<file path="src/rtl/audio_axis_pkg.sv">
// rtl/audio_axis_pkg.sv - shared types and helpers for the audio AXI-Stream gain path
package audio_axis_pkg;
    typedef enum logic [1:0] {HOLD, UP, DOWN} ramp_state_t;

    function automatic int unsigned unity_code(input int unsigned gain_width);
        return 32'd1 << (gain_width - 1);
    endfunction

    // Clamp a sign-extended value into the two's complement range of a width-bit word.
    function automatic logic signed [63:0] sat_signed(input logic signed [63:0] value,
                                                      input int unsigned width);
        logic signed [63:0] max_v;
        logic signed [63:0] min_v;
        max_v = (64'sd1 <<< (width - 1)) - 64'sd1;
        min_v = -max_v - 64'sd1;
        if (value > max_v) return max_v;
        if (value < min_v) return min_v;
        return value;
    endfunction
endpackage

</file>
<file path="src/rtl/gain_ramp.sv">
// rtl/gain_ramp.sv - synchronised gain/mute target and per-frame gain ramp
module gain_ramp import audio_axis_pkg::*; #(
    parameter int GAIN_WIDTH  = 4,
    parameter int SYNC_STAGES = 2
) (
    input  logic                  clk,
    input  logic                  rst_n,
    input  logic [GAIN_WIDTH-1:0] sw,
    input  logic                  mute,
    input  logic                  boundary,
    output logic [GAIN_WIDTH-1:0] cur_gain,
    output ramp_state_t           state
);
    localparam logic [GAIN_WIDTH-1:0] UNITY = GAIN_WIDTH'(unity_code(GAIN_WIDTH));
    localparam logic [GAIN_WIDTH-1:0] ONE   = GAIN_WIDTH'(1);

    logic [GAIN_WIDTH-1:0]  sw_sync [SYNC_STAGES];
    logic [SYNC_STAGES-1:0] mute_sync;
    logic [GAIN_WIDTH-1:0]  target;
    logic [GAIN_WIDTH-1:0]  step_up;
    logic [GAIN_WIDTH-1:0]  step_dn;

    assign target  = mute_sync[SYNC_STAGES-1] ? '0 : sw_sync[SYNC_STAGES-1];
    assign step_up = cur_gain + ONE;
    assign step_dn = cur_gain - ONE;

    // Direction is decided from this cycle's target, so a redirect takes effect at the very next boundary.
    always_ff @(posedge clk or negedge rst_n) begin
        if (!rst_n) begin
            for (int i = 0; i < SYNC_STAGES; i++) sw_sync[i] <= '0;
            mute_sync <= '0;
            cur_gain  <= UNITY;
            state     <= HOLD;
        end else begin
            sw_sync[0] <= sw;
            for (int i = 1; i < SYNC_STAGES; i++) sw_sync[i] <= sw_sync[i-1];
            mute_sync <= {mute_sync[SYNC_STAGES-2:0], mute};
            if (boundary) begin
                if (cur_gain < target) begin
                    cur_gain <= step_up;
                    state    <= (step_up == target) ? HOLD : UP;
                end else if (cur_gain > target) begin
                    cur_gain <= step_dn;
                    state    <= (step_dn == target) ? HOLD : DOWN;
                end else begin
                    state <= HOLD;
                end
            end
        end
    end
endmodule

</file>
<file path="src/rtl/axis_multichannel_gain_ramp.sv">
// rtl/axis_multichannel_gain_ramp.sv - multichannel AXI-Stream gain stage with ramp, mute and saturation
module axis_multichannel_gain_ramp import audio_axis_pkg::*; #(
    parameter int DATA_WIDTH   = 24,
    parameter int NUM_CHANNELS = 2,
    parameter int GAIN_WIDTH   = 4,
    parameter int SYNC_STAGES  = 2
) (
    input  logic                  axis_clk,
    input  logic                  axis_resetn,
    input  logic [GAIN_WIDTH-1:0] sw,
    input  logic                  mute,
    input  logic [DATA_WIDTH-1:0] s_axis_data,
    input  logic                  s_axis_valid,
    output logic                  s_axis_ready,
    input  logic                  s_axis_last,
    output logic [DATA_WIDTH-1:0] m_axis_data,
    output logic                  m_axis_valid,
    input  logic                  m_axis_ready,
    output logic                  m_axis_last,
    output logic                  frame_err,
    output logic [GAIN_WIDTH-1:0] cur_gain
);
    localparam int PW = DATA_WIDTH + GAIN_WIDTH + 1;
    localparam int CW = (NUM_CHANNELS > 1) ? $clog2(NUM_CHANNELS) : 1;
    localparam logic [CW-1:0] LAST_CH = CW'(NUM_CHANNELS - 1);

    logic                   en;
    logic                   accept;
    logic                   last_ch;
    logic                   boundary;
    logic [CW-1:0]          ch;
    logic signed [PW-1:0]   data_ext;
    logic signed [PW-1:0]   gain_ext;
    logic signed [PW-1:0]   prod;
    logic signed [PW-1:0]   res;
    logic [DATA_WIDTH-1:0]  sat_data;
    logic                   s1_valid;
    logic                   s1_last;
    logic signed [PW-1:0]   s1_prod;
    ramp_state_t            unused_ramp_state;

    assign en           = !m_axis_valid || m_axis_ready;
    assign s_axis_ready = en;
    assign accept       = s_axis_valid && en;
    assign last_ch      = (ch == LAST_CH);
    assign boundary     = accept && (s_axis_last || last_ch);

    // Gain is zero-extended so the top code still multiplies as a positive factor.
    assign data_ext = {{(GAIN_WIDTH+1){s_axis_data[DATA_WIDTH-1]}}, s_axis_data};
    assign gain_ext = {{(DATA_WIDTH+1){1'b0}}, cur_gain};
    assign prod     = data_ext * gain_ext;
    assign res      = s1_prod >>> (GAIN_WIDTH - 1);
    assign sat_data = DATA_WIDTH'(sat_signed({{(64-PW){res[PW-1]}}, res}, DATA_WIDTH));

    gain_ramp #(
        .GAIN_WIDTH  (GAIN_WIDTH),
        .SYNC_STAGES (SYNC_STAGES)
    ) u_gain_ramp (
        .clk      (axis_clk),
        .rst_n    (axis_resetn),
        .sw       (sw),
        .mute     (mute),
        .boundary (boundary),
        .cur_gain (cur_gain),
        .state    (unused_ramp_state)
    );

    always_ff @(posedge axis_clk or negedge axis_resetn) begin
        if (!axis_resetn) begin
            s1_valid     <= 1'b0;
            s1_last      <= 1'b0;
            s1_prod      <= '0;
            m_axis_valid <= 1'b0;
            m_axis_data  <= '0;
            m_axis_last  <= 1'b0;
            ch           <= '0;
            frame_err    <= 1'b0;
        end else begin
            frame_err <= accept && (s_axis_last != last_ch);
            if (accept) ch <= boundary ? '0 : ch + CW'(1);
            if (en) begin
                s1_valid     <= s_axis_valid;
                m_axis_valid <= s1_valid;
                if (accept) begin
                    s1_prod <= prod;
                    s1_last <= s_axis_last;
                end
                if (s1_valid) begin
                    m_axis_data <= sat_data;
                    m_axis_last <= s1_last;
                end
            end
        end
    end
endmodule

</file>
<file path="config.mk">
export PLATFORM = sky130hd
export DESIGN_NAME = axis_multichannel_gain_ramp
export DESIGN_NICKNAME = d
export VERILOG_FILES = /design/src/rtl/audio_axis_pkg.sv /design/src/rtl/gain_ramp.sv /design/src/rtl/axis_multichannel_gain_ramp.sv
export SDC_FILE = /design/constraint.sdc
export NUM_CORES = 1
export LEC_CHECK = 0
export BUFFER_PORTS_ARGS = -buffer_cell sky130_fd_sc_hd__buf_2
export CAP_MARGIN = 20
export CORE_MARGIN = 2
export CORE_UTILIZATION = 45
export CTS_CLUSTER_SIZE = 12
export DETAILED_ROUTE_END_ITERATION = 10
export PLACE_DENSITY = 0.65
export SYNTH_ARGS = -nofsm -noshare
export SYNTH_HDL_FRONTEND = slang
export SYNTH_SLANG_ARGS = --single-unit
</file>
<file path="constraint.sdc">
create_clock -name axis_clk -period 9.7 [get_ports axis_clk]
set_input_delay 0 -clock axis_clk [delete_from_list [all_inputs] [get_ports axis_clk]]
set_output_delay 0 -clock axis_clk [all_outputs]
set_load 0.02 [all_outputs]
</file>
==> impl_metrics.tcl, run 1 <==
set metrics [dict create \
    start_kind "flop" \
    syn_avg_cell_area_sq_um 8.74 \
    crit_family "adder cells" \
    grtUsageTotal 0.192 \
    clk_pin_slew_ns 0.06 \
    cts_setup_buffers 0 \
    status "finished, final reports clean" \
    yosysMostFrequentCell "inv_1" \
    synth_warnings 0 \
    cpMaxStageDelayCell "dfrtp_1" \
    ys_seq_area_frac 0.271 \
    fin_crit_sh 0.461 \
    grt-ovfl-total 0 \
    final_area_sq_um 7300 \
    synth_top_family_by_area "adder cells" \
    cp.required_ns 9.97 \
    r2r_setup_slack_ns 5.23 \
    grt_max_degree 71 \
    crit_path_end_kind "flop" \
    critPathMaxFanout 28 \
    cts.sinks 70 \
    vias_per_cell 5.11 \
    synth_area_leader_cell "dfrtp_1" \
    synth_top_area_frac 0.267 \
    n_antenna_cell 0 \
    antenna_found_initial 0 \
    first_global_vias 4940 \
    place_hpwl_mm 10.9 \
    dpl_cell_area_sq_um 6940 \
    synth_cell_type_count 54 \
    die_area_sq_um 15400 \
    drive_gt1_frac 0.122 \
    crit_buf_inv 2 \
    fmax_ghz 0.224 \
    synth_xor_area_frac 0.0271 \
    hold_viol 0 \
    port_buffers 65 \
    first_pass_iters 5 \
    worstSetupPathType "reg -> reg" \
    clk_latency_ns 0.34 \
    max-cap-violations 0 \
    hold_buffers 8 \
    synth-edff-count 0 \
    rsz0062_at_grt "no" \
    drc 0 \
    async_flop_share 1.00 \
    rows 43 \
    cts_max_path_buffers 2 \
    fillerInstances 1326 \
    wl_per_cell_um 13.7 \
    syn-num-nets 886 \
    core_sq_um 14000 \
    cts_made_buffers 9 \
    dieHeight_um 124 \
    ys_ff_latch 70 \
    slew_viol_final 0 \
    tightestPinTransition_ns 0.938 \
    grt_pass1_wl_mm 23.5 \
    hold_slack_ns 0.0755 \
    ant_nets 0 \
    ys_top_cells_by_area "dfrtp_1 (27%), fa_1 (15%), ha_1 (12%)" \
    synthCells 741 \
    crit_arrival_ns 4.74 \
    slew_headroom 0.374 \
    synth_common_cells "inv_1 (100), nand2_1 (94), and2_1 (77)" \
    gp_congestion 0.873 \
    drt_first_iter_violations 235 \
    cts_tree "built" \
    cts_resized 0 \
    synth_area_sq_um 6470 \
    hp-class "in -> reg" \
    final_nets 944 \
    io_pins 66 \
    synth_compound_area_frac 0.144 \
    fin_skew_ns 0.00381 \
    max_stage_delay_ns 0.80 \
    synthAdderAreaFrac 0.272 \
    finalCriticalPeriod_ns 4.47 \
    cts.htree.levels 3 \
    routed-via-count 5031 \
    finalSetupTns_ns 0 \
    die_x_um 124 \
    start_util 0.463 \
    area_growth_pct 12.8 \
    wl_mm 13.5 \
    setup_viol_count_final 0 \
    synth-simple-area-share 0.202 \
    cts_root_buf "clkbuf_16" \
    worstPathCellList "and2_1, ha_1, fa_1, inv_1, fa_1, inv_1, ha_1, a21o_1, a31oi_1, o221ai_1, o41a_2, a31o_1, nand3_1" \
    synth_flop_cell "dfrtp_1" \
    muxShareOfSynthArea 0.00850 \
]
worst paths after layout:
path / from / end / cells after the start
min in group asynchronous: axis_resetn / m_axis_data[5] / 3
max: u_gain_ramp.cur_gain[2] / s1_prod[27] / 13
max reg2reg: u_gain_ramp.cur_gain[2] / s1_prod[27] / 13
max in group asynchronous: axis_resetn / u_gain_ramp.sw_sync[1] / 3
min: m_axis_ready / m_axis_valid / 3
min reg2reg: u_gain_ramp.sw_sync[7] / u_gain_ramp.sw_sync[3] / 0
tightest hold or removal path, stage by stage:
cell,delay [ns]
buf_2,0.07
nand2b_1,0.22
nand2_1,0.08
flip-flops by register name (all words and copies together), names as in the netlist, 2 cells and up:
signal,count
u_gain_ramp.mute_sync,2
u_gain_ramp.cur_gain,4
u_gain_ramp.sw_sync,8
s1_prod,26
m_axis_data,24
area by class of cell:
class,count,area (sq um),area share
timing repair buffer,76,428,0.0586
clock buffer,9,225,0.0308
sequential,70,1750,0.240
multi-input combinational,542,4230,0.580
tap,180,225,0.0308
inverter,100,375,0.0514
clock inverter,7,63.8,0.00874
cells in the final DEF, fill, tap and decap left out, drive strengths merged, types with 3 or more instances in the layout:
| cell | Yosys | layout |
|---|---|---|
| a21o | 11 | 11 |
| ha | 61 | 61 |
| a211o | 5 | 5 |
| dlygate4sd3 | 0 | 8 |
| xor2 | 13 | 13 |
| a31o | 3 | 3 |
| a22oi | 3 | 3 |
| nor2b | 7 | 7 |
| nand2b | 4 | 4 |
| or4 | 3 | 3 |
| mux2 | 4 | 4 |
| o211ai | 3 | 3 |
| nand2 | 94 | 94 |
| o21bai | 3 | 3 |
| fa | 50 | 50 |
| o21ai | 56 | 56 |
| buf | 2 | 68 |
| nand4 | 8 | 8 |
| nor3 | 12 | 12 |
| clkbuf | 27 | 9 |
| xnor2 | 7 | 7 |
| inv | 100 | 105 |
| o21a | 9 | 9 |
| dfrtp | 69 | 69 |
| a21oi | 24 | 24 |
| nor2 | 42 | 42 |
| and2 | 77 | 77 |
| a31oi | 6 | 6 |
| nand3 | 11 | 11 |
| and3 | 3 | 3 |
per-layer routing:
layer / track usage / up-vias / share of wire / routed length (um)
met2: 0.285 / 113 / 0.41 / 5570
met1: 0.288 / 2349 / 0.54 / 7230
li1: - / 2557 / - / -
met5: 0 / - / 0 / 0
met4: 0.0456 / 0 / 0.0093 / 125
met3: 0.0362 / 12 / 0.041 / 556
cells by family (layout without fill, tap and decap cells):
kind of cell    Yosys count  count (layout)
simple gates            266             266
compound gates          140             140
buf+inv                 129             192
fa+ha+maj               111             111
flops                    70              70
xor+xnor                 20              20
mux                       5               5
metrics by stage:
| stage | cells | util | worst slack [ns] |
|---|---|---|---|
| CTS | 984 | 0.522 | 5.24 |
| detailed placement | 960 | 0.496 | 5.24 |
| global placement | 960 | 0.496 | 5.34 |
| global route | 984 | 0.522 | 4.94 |
| finish | 984 | 0.522 | 5.23 |
| floorplan | 741 | - | 5.49 |
Power of run 1 is left out: the tool's default activity adds up to more than one toggle a clock period on the data nets, which glitch-free logic cannot reach.
==> run 2: changes to the inputs <==
==> constraint.sdc (replaced) <==
create_clock -name axis_clk -period 4.4 [get_ports axis_clk]
set_input_delay 0 -clock axis_clk [delete_from_list [all_inputs] [get_ports axis_clk]]
set_output_delay 0 -clock axis_clk [all_outputs]
set_load 0.02 [all_outputs]
==> run 2 against run 1 <==
- register-to-register slack got worse by 5.0 ns
- via count rose by 2.3%
- clock skew up 0.0048 ns
- utilization up 0.65 points
- critical endpoint is now s1_prod[28]
- global-route usage is 0.80 points higher
- count of clock-buffer cells in the layout is the same
- fmax grew 6.0%
- cell area up 1.3%
- first-iteration DRC count fell by 5.5%
- critical path depth unchanged
- non-clock buffer count increased by 9
- sequential share of layout area shrank 0.28 points
==> impl_metrics.tcl, run 2 (synthesis gave the netlist of run 1 again) <==
set metrics [dict create \
    drt_first_iter_violations 222 \
    fmax_ghz 0.237 \
    dieHeight_um 124 \
    crit_arrival_ns 4.45 \
    core_sq_um 14000 \
    grtUsageTotal 0.200 \
    setup_viol_count_final 0 \
    area_growth_pct 14.2 \
    drive_gt1_frac 0.135 \
    clk_latency_ns 0.34 \
    r2r_setup_slack_ns 0.19 \
    grt-ovfl-total 0 \
    gp_congestion 0.943 \
    ant_nets 0 \
    hp-class "in -> reg" \
    slew_headroom 0.367 \
    cts.sinks 70 \
    grt_max_degree 71 \
    tightestPinTransition_ns 0.950 \
    cts_tree "built" \
    fin_crit_sh 0.958 \
    cts_max_path_buffers 2 \
    rows 43 \
    wl_mm 14.1 \
    vias_per_cell 5.18 \
    first_pass_iters 7 \
    worstReg2RegStart "u_gain_ramp.cur_gain[3]" \
    final_nets 953 \
    port_buffers 65 \
    hp-start "m_axis_ready" \
    final_cell_mix "inv_1 (100), nand2_1 (94), and2_1 (77), dfrtp_1 (68), buf_2 (65)" \
    cp.required_ns 4.63 \
    hold_viol 0 \
    status "finished, final reports clean" \
    reg_top3 "s1_prod (26), m_axis_data (24), u_gain_ramp.sw_sync (8)" \
    routed-via-count 5148 \
    io_pins 66 \
    cts.htree.levels 3 \
    layout.cells.non_filler 993 \
    dp.cells 966 \
    max-cap-violations 0 \
    n_antenna_cell 0 \
    finalCriticalPeriod_ns 4.21 \
    first_global_vias 5158 \
    die_area_sq_um 15400 \
    rr_worst_depth 13 \
    regMostFlops "s1_prod" \
    fin_skew_ns 0.00858 \
    clk_pin_slew_ns 0.06 \
    hold_depth 3 \
    worst_slack_ns 0.185 \
    die_x_um 124 \
    dp_slack_ns 0.126 \
    regToRegEndpoint "s1_prod[28]" \
    grt_pass1_wl_mm 24.4 \
    start_kind "flop" \
    start_util 0.463 \
    worstSetupPathType "reg -> reg" \
    mostFrequentLayoutCell "inv_1" \
    cts_made_buffers 9 \
    critPathMaxFanout 8 \
    slew_viol_final 0 \
    finalSetupTns_ns 0 \
    wl_per_cell_um 14.1 \
    drc 0 \
    antenna_found_initial 0 \
    place_hpwl_mm 11.1 \
    rsz0062_at_grt "no" \
    crit_path_end_kind "flop" \
    holdPathEnd "m_axis_valid" \
    cts_root_buf "clkbuf_16" \
    largest_reg_flops 26 \
]
==> run 2: timing repair <==
item | CTS | global route
setup endpoints to repair | 0 | 9
hold buffers | 8 | 0
setup buffers | 0 | 3
endpoints found under the hold margin | 76 | 0
gates resized for setup | 0 | 4
==> run 2: area by class of cell <==
type / count / area [sq um]
fillers: 1327 / 6590
clock buffers: 9 / 225
well taps: 180 / 225
inverters: 100 / 375
clock inverters: 7 / 63.8
multi-input cells: 542 / 4240
repair buffers: 85 / 508
flip-flops and latches: 70 / 1750
==> run 2: worst max-delay path: stages, from the launching register on <==
cell and delay [ns]:
dfstp_2 0.55, buf_12 0.12, and2_1 0.11, ha_1 0.24, fa_1 0.54, inv_1 0.05, fa_1 0.53, inv_1 0.04
ha_1 0.38, a21oi_4 0.25, nor2b_1 0.12, or4_1 0.59, a32o_1 0.29, o311ai_1 0.28
==> run 2: worst max path at each step <==
stage	start	end	slack (ns)	cells after the start
2_1_floorplan	u_gain_ramp.cur_gain[3]	s1_prod[22]	0.19	14
3_3_place_gp	u_gain_ramp.cur_gain[3]	s1_prod[18]	0.22	13
3_5_place_dp	u_gain_ramp.cur_gain[3]	s1_prod[18]	0.13	13
4_1_cts	u_gain_ramp.cur_gain[3]	s1_prod[18]	0.11	13
5_1_grt	u_gain_ramp.cur_gain[3]	s1_prod[28]	0.03	13
6_report	u_gain_ramp.cur_gain[3]	s1_prod[28]	0.19	13
==> run 2: per-layer routing <==
| metal | share of wire | up-vias | global-route usage |
|---|---|---|---|
| met5 | 0 | - | 0 |
| met4 | 0.011 | 0 | 0.0492 |
| met3 | 0.045 | 10 | 0.0380 |
| met2 | 0.43 | 127 | 0.306 |
| met1 | 0.52 | 2446 | 0.292 |
| li1 | - | 2565 | - |
==> run 2: through the flow <==
stage / cell area [sq um] / hold WS, ns / utilization
finish: 7400 / 0.0892 / 0.529
global placement: 6980 / 0.109 / 0.499
detailed placement: 6980 / 0.109 / 0.499
global route: 7400 / 0.141 / 0.529
CTS: 7350 / 0.0820 / 0.525
floorplan: 6470 / -0.296 / -
Power of run 2 is left out for the same reason.
==> run 3: changes to the inputs <==
--- a/config.mk
+++ b/config.mk
@@ -11,6 +11,7 @@
 export CORE_UTILIZATION = 45
 export CTS_CLUSTER_SIZE = 12
 export DETAILED_ROUTE_END_ITERATION = 10
+export GPL_TIMING_DRIVEN = 0
 export PLACE_DENSITY = 0.65
 export SYNTH_ARGS = -nofsm -noshare
 export SYNTH_HDL_FRONTEND = slang
==> constraint.sdc (replaced) <==
create_clock -name axis_clk -period 5.2 [get_ports axis_clk]
set_input_delay 0 -clock axis_clk [delete_from_list [all_inputs] [get_ports axis_clk]]
set_output_delay 0 -clock axis_clk [all_outputs]
set_load 0.02 [all_outputs]
==> run 3 against run 2 <==
- critical path depth up 1
- worst hold slack better by 0.084 ns
- global-route usage up 1.1 points
- final cell count up 1.7%
- critical path type unchanged
- critical endpoint is now s1_prod[23]
- highest routed layer unchanged
==> impl_metrics.tcl, run 3 (synthesis gave the netlist of run 1 again) <==
set metrics [dict create \
    status "finished, final reports clean" \
    cts_setup_buffers 0 \
    rows 43 \
    wl_mm 14.8 \
    grt_max_degree 71 \
    core_sq_um 14000 \
    r2r_setup_slack_ns 0.31 \
    hold_viol 0 \
    hold_buffers 8 \
    cp.required_ns 5.41 \
    critPathMaxFanout 10 \
    crit_arrival_ns 5.09 \
    cts_made_buffers 9 \
    hp-class "in -> reg" \
    vias_per_cell 5.16 \
    grtUsageTotal 0.211 \
    worstReg2RegStart "u_gain_ramp.cur_gain[2]" \
    start_util 0.463 \
    die_x_um 124 \
    cts_resized 0 \
    startpoint "u_gain_ramp.cur_gain[2]" \
    fin_crit_sh 0.940 \
    largest_reg_flops 26 \
    start_kind "flop" \
    final_cell_mix "inv_1 (100), nand2_1 (94), and2_1 (77), dfrtp_1 (69), buf_2 (64)" \
    first_pass_iters 5 \
    mostFrequentLayoutCell "inv_1" \
    grt_pass1_wl_mm 25.4 \
    reg_top3 "s1_prod (26), m_axis_data (24), u_gain_ramp.sw_sync (8)" \
    final_nets 970 \
    grt-ovfl-total 0 \
    max_stage_delay_ns 0.61 \
    max-cap-violations 0 \
    port_buffers 65 \
    setup_viol_count_final 0 \
    io_pins 66 \
    finalCriticalPeriod_ns 4.89 \
    holdPathEnd "m_axis_valid" \
    antenna_found_initial 0 \
    fmax_ghz 0.205 \
    first_global_vias 5268 \
    n_antenna_cell 0 \
    worstPathCellList "clkbuf_1, and2_1, ha_1, fa_1, inv_1, fa_1, inv_1, ha_1, a21o_1, a31oi_1, o221ai_1, o41a_2, xnor2_1, o21ai_1" \
    die_area_sq_um 15400 \
    cts.htree.levels 3 \
    cts_max_path_buffers 2 \
    hp-start "m_axis_ready" \
    hold_slack_ns 0.174 \
    cts_root_buf "clkbuf_16" \
    crit_path_end_kind "flop" \
    cpMaxStageDelayCell "dfrtp_1" \
    clk_pin_slew_ns 0.06 \
    worstSetupPathType "reg -> reg" \
    place_hpwl_mm 12.1 \
    cts.sinks 70 \
    area_growth_pct 14.5 \
    regToRegEndpoint "s1_prod[23]" \
    clk_latency_ns 0.34 \
    finalSetupTns_ns 0 \
    drc 0 \
    rr_worst_depth 14 \
    tightestPinTransition_ns 0.888 \
    wl_per_cell_um 14.6 \
    fillerInstances 1342 \
    rsz0062_at_grt "no" \
    gp_congestion 0.857 \
    slew_viol_final 0 \
    fin_skew_ns 0.00410 \
    regMostFlops "s1_prod" \
    hold_depth 4 \
    cts_tree "built" \
    dieHeight_um 124 \
    routed-via-count 5208 \
    slew_headroom 0.408 \
    drt_first_iter_violations 219 \
    ant_nets 0 \
    drive_gt1_frac 0.116 \
]
-- run 3: worst max-delay path, delay by kind of cell, from the launching register on --
family | cells | cell delay (ns)
adders and majority gates | 4 | 1.70
AOI/OAI and AO/OA | 5 | 1.43
DFF | 1 | 0.61
buffers and inverters | 3 | 0.56
xor gates and xnor gates | 1 | 0.22
and+or+nand+nor | 1 | 0.21
-- run 3: final cells by class --
type | instances | area (sq um) | area share
flip-flops and latches | 70 | 1750 | 0.236
multi-input cells | 542 | 4230 | 0.571
inverters | 100 | 375 | 0.0506
repair buffers | 73 | 408 | 0.0550
clock inverters | 7 | 80.1 | 0.0108
clock buffers | 9 | 225 | 0.0304
well taps | 180 | 225 | 0.0304
plain buffers | 29 | 113 | 0.0152
-- run 3: routing by layer --
layer | global-route usage | share of wire | vias to the layer above
met5 | 0 | 0 | -
met4 | 0.0520 | 0.013 | 0
met3 | 0.0398 | 0.049 | 18
met2 | 0.337 | 0.45 | 138
met1 | 0.297 | 0.49 | 2446
li1 | - | - | 2606
-- run 3: worst max path at each step --
| stage | slack, ns | endpoint |
|---|---|---|
| finish | 0.31 | s1_prod[23] |
| global route | 0.07 | s1_prod[23] |
| CTS | 0.35 | s1_prod[23] |
| detailed placement | 0.38 | s1_prod[23] |
| global placement | 0.45 | s1_prod[23] |
| floorplan | 0.99 | s1_prod[22] |
-- run 3: through the flow --
stage                     setup slack (ns)  instance area (sq um)   util  std cells
after floorplan                      0.988                   6470      -        741
after global placement               0.453                   7030  0.502        986
after detailed placement             0.380                   7030  0.502        986
after CTS                            0.353                   7410  0.530       1010
after global routing                0.0718                   7410  0.530       1010
final                                0.313                   7410  0.530       1010
Power of run 3 is left out for the same reason.
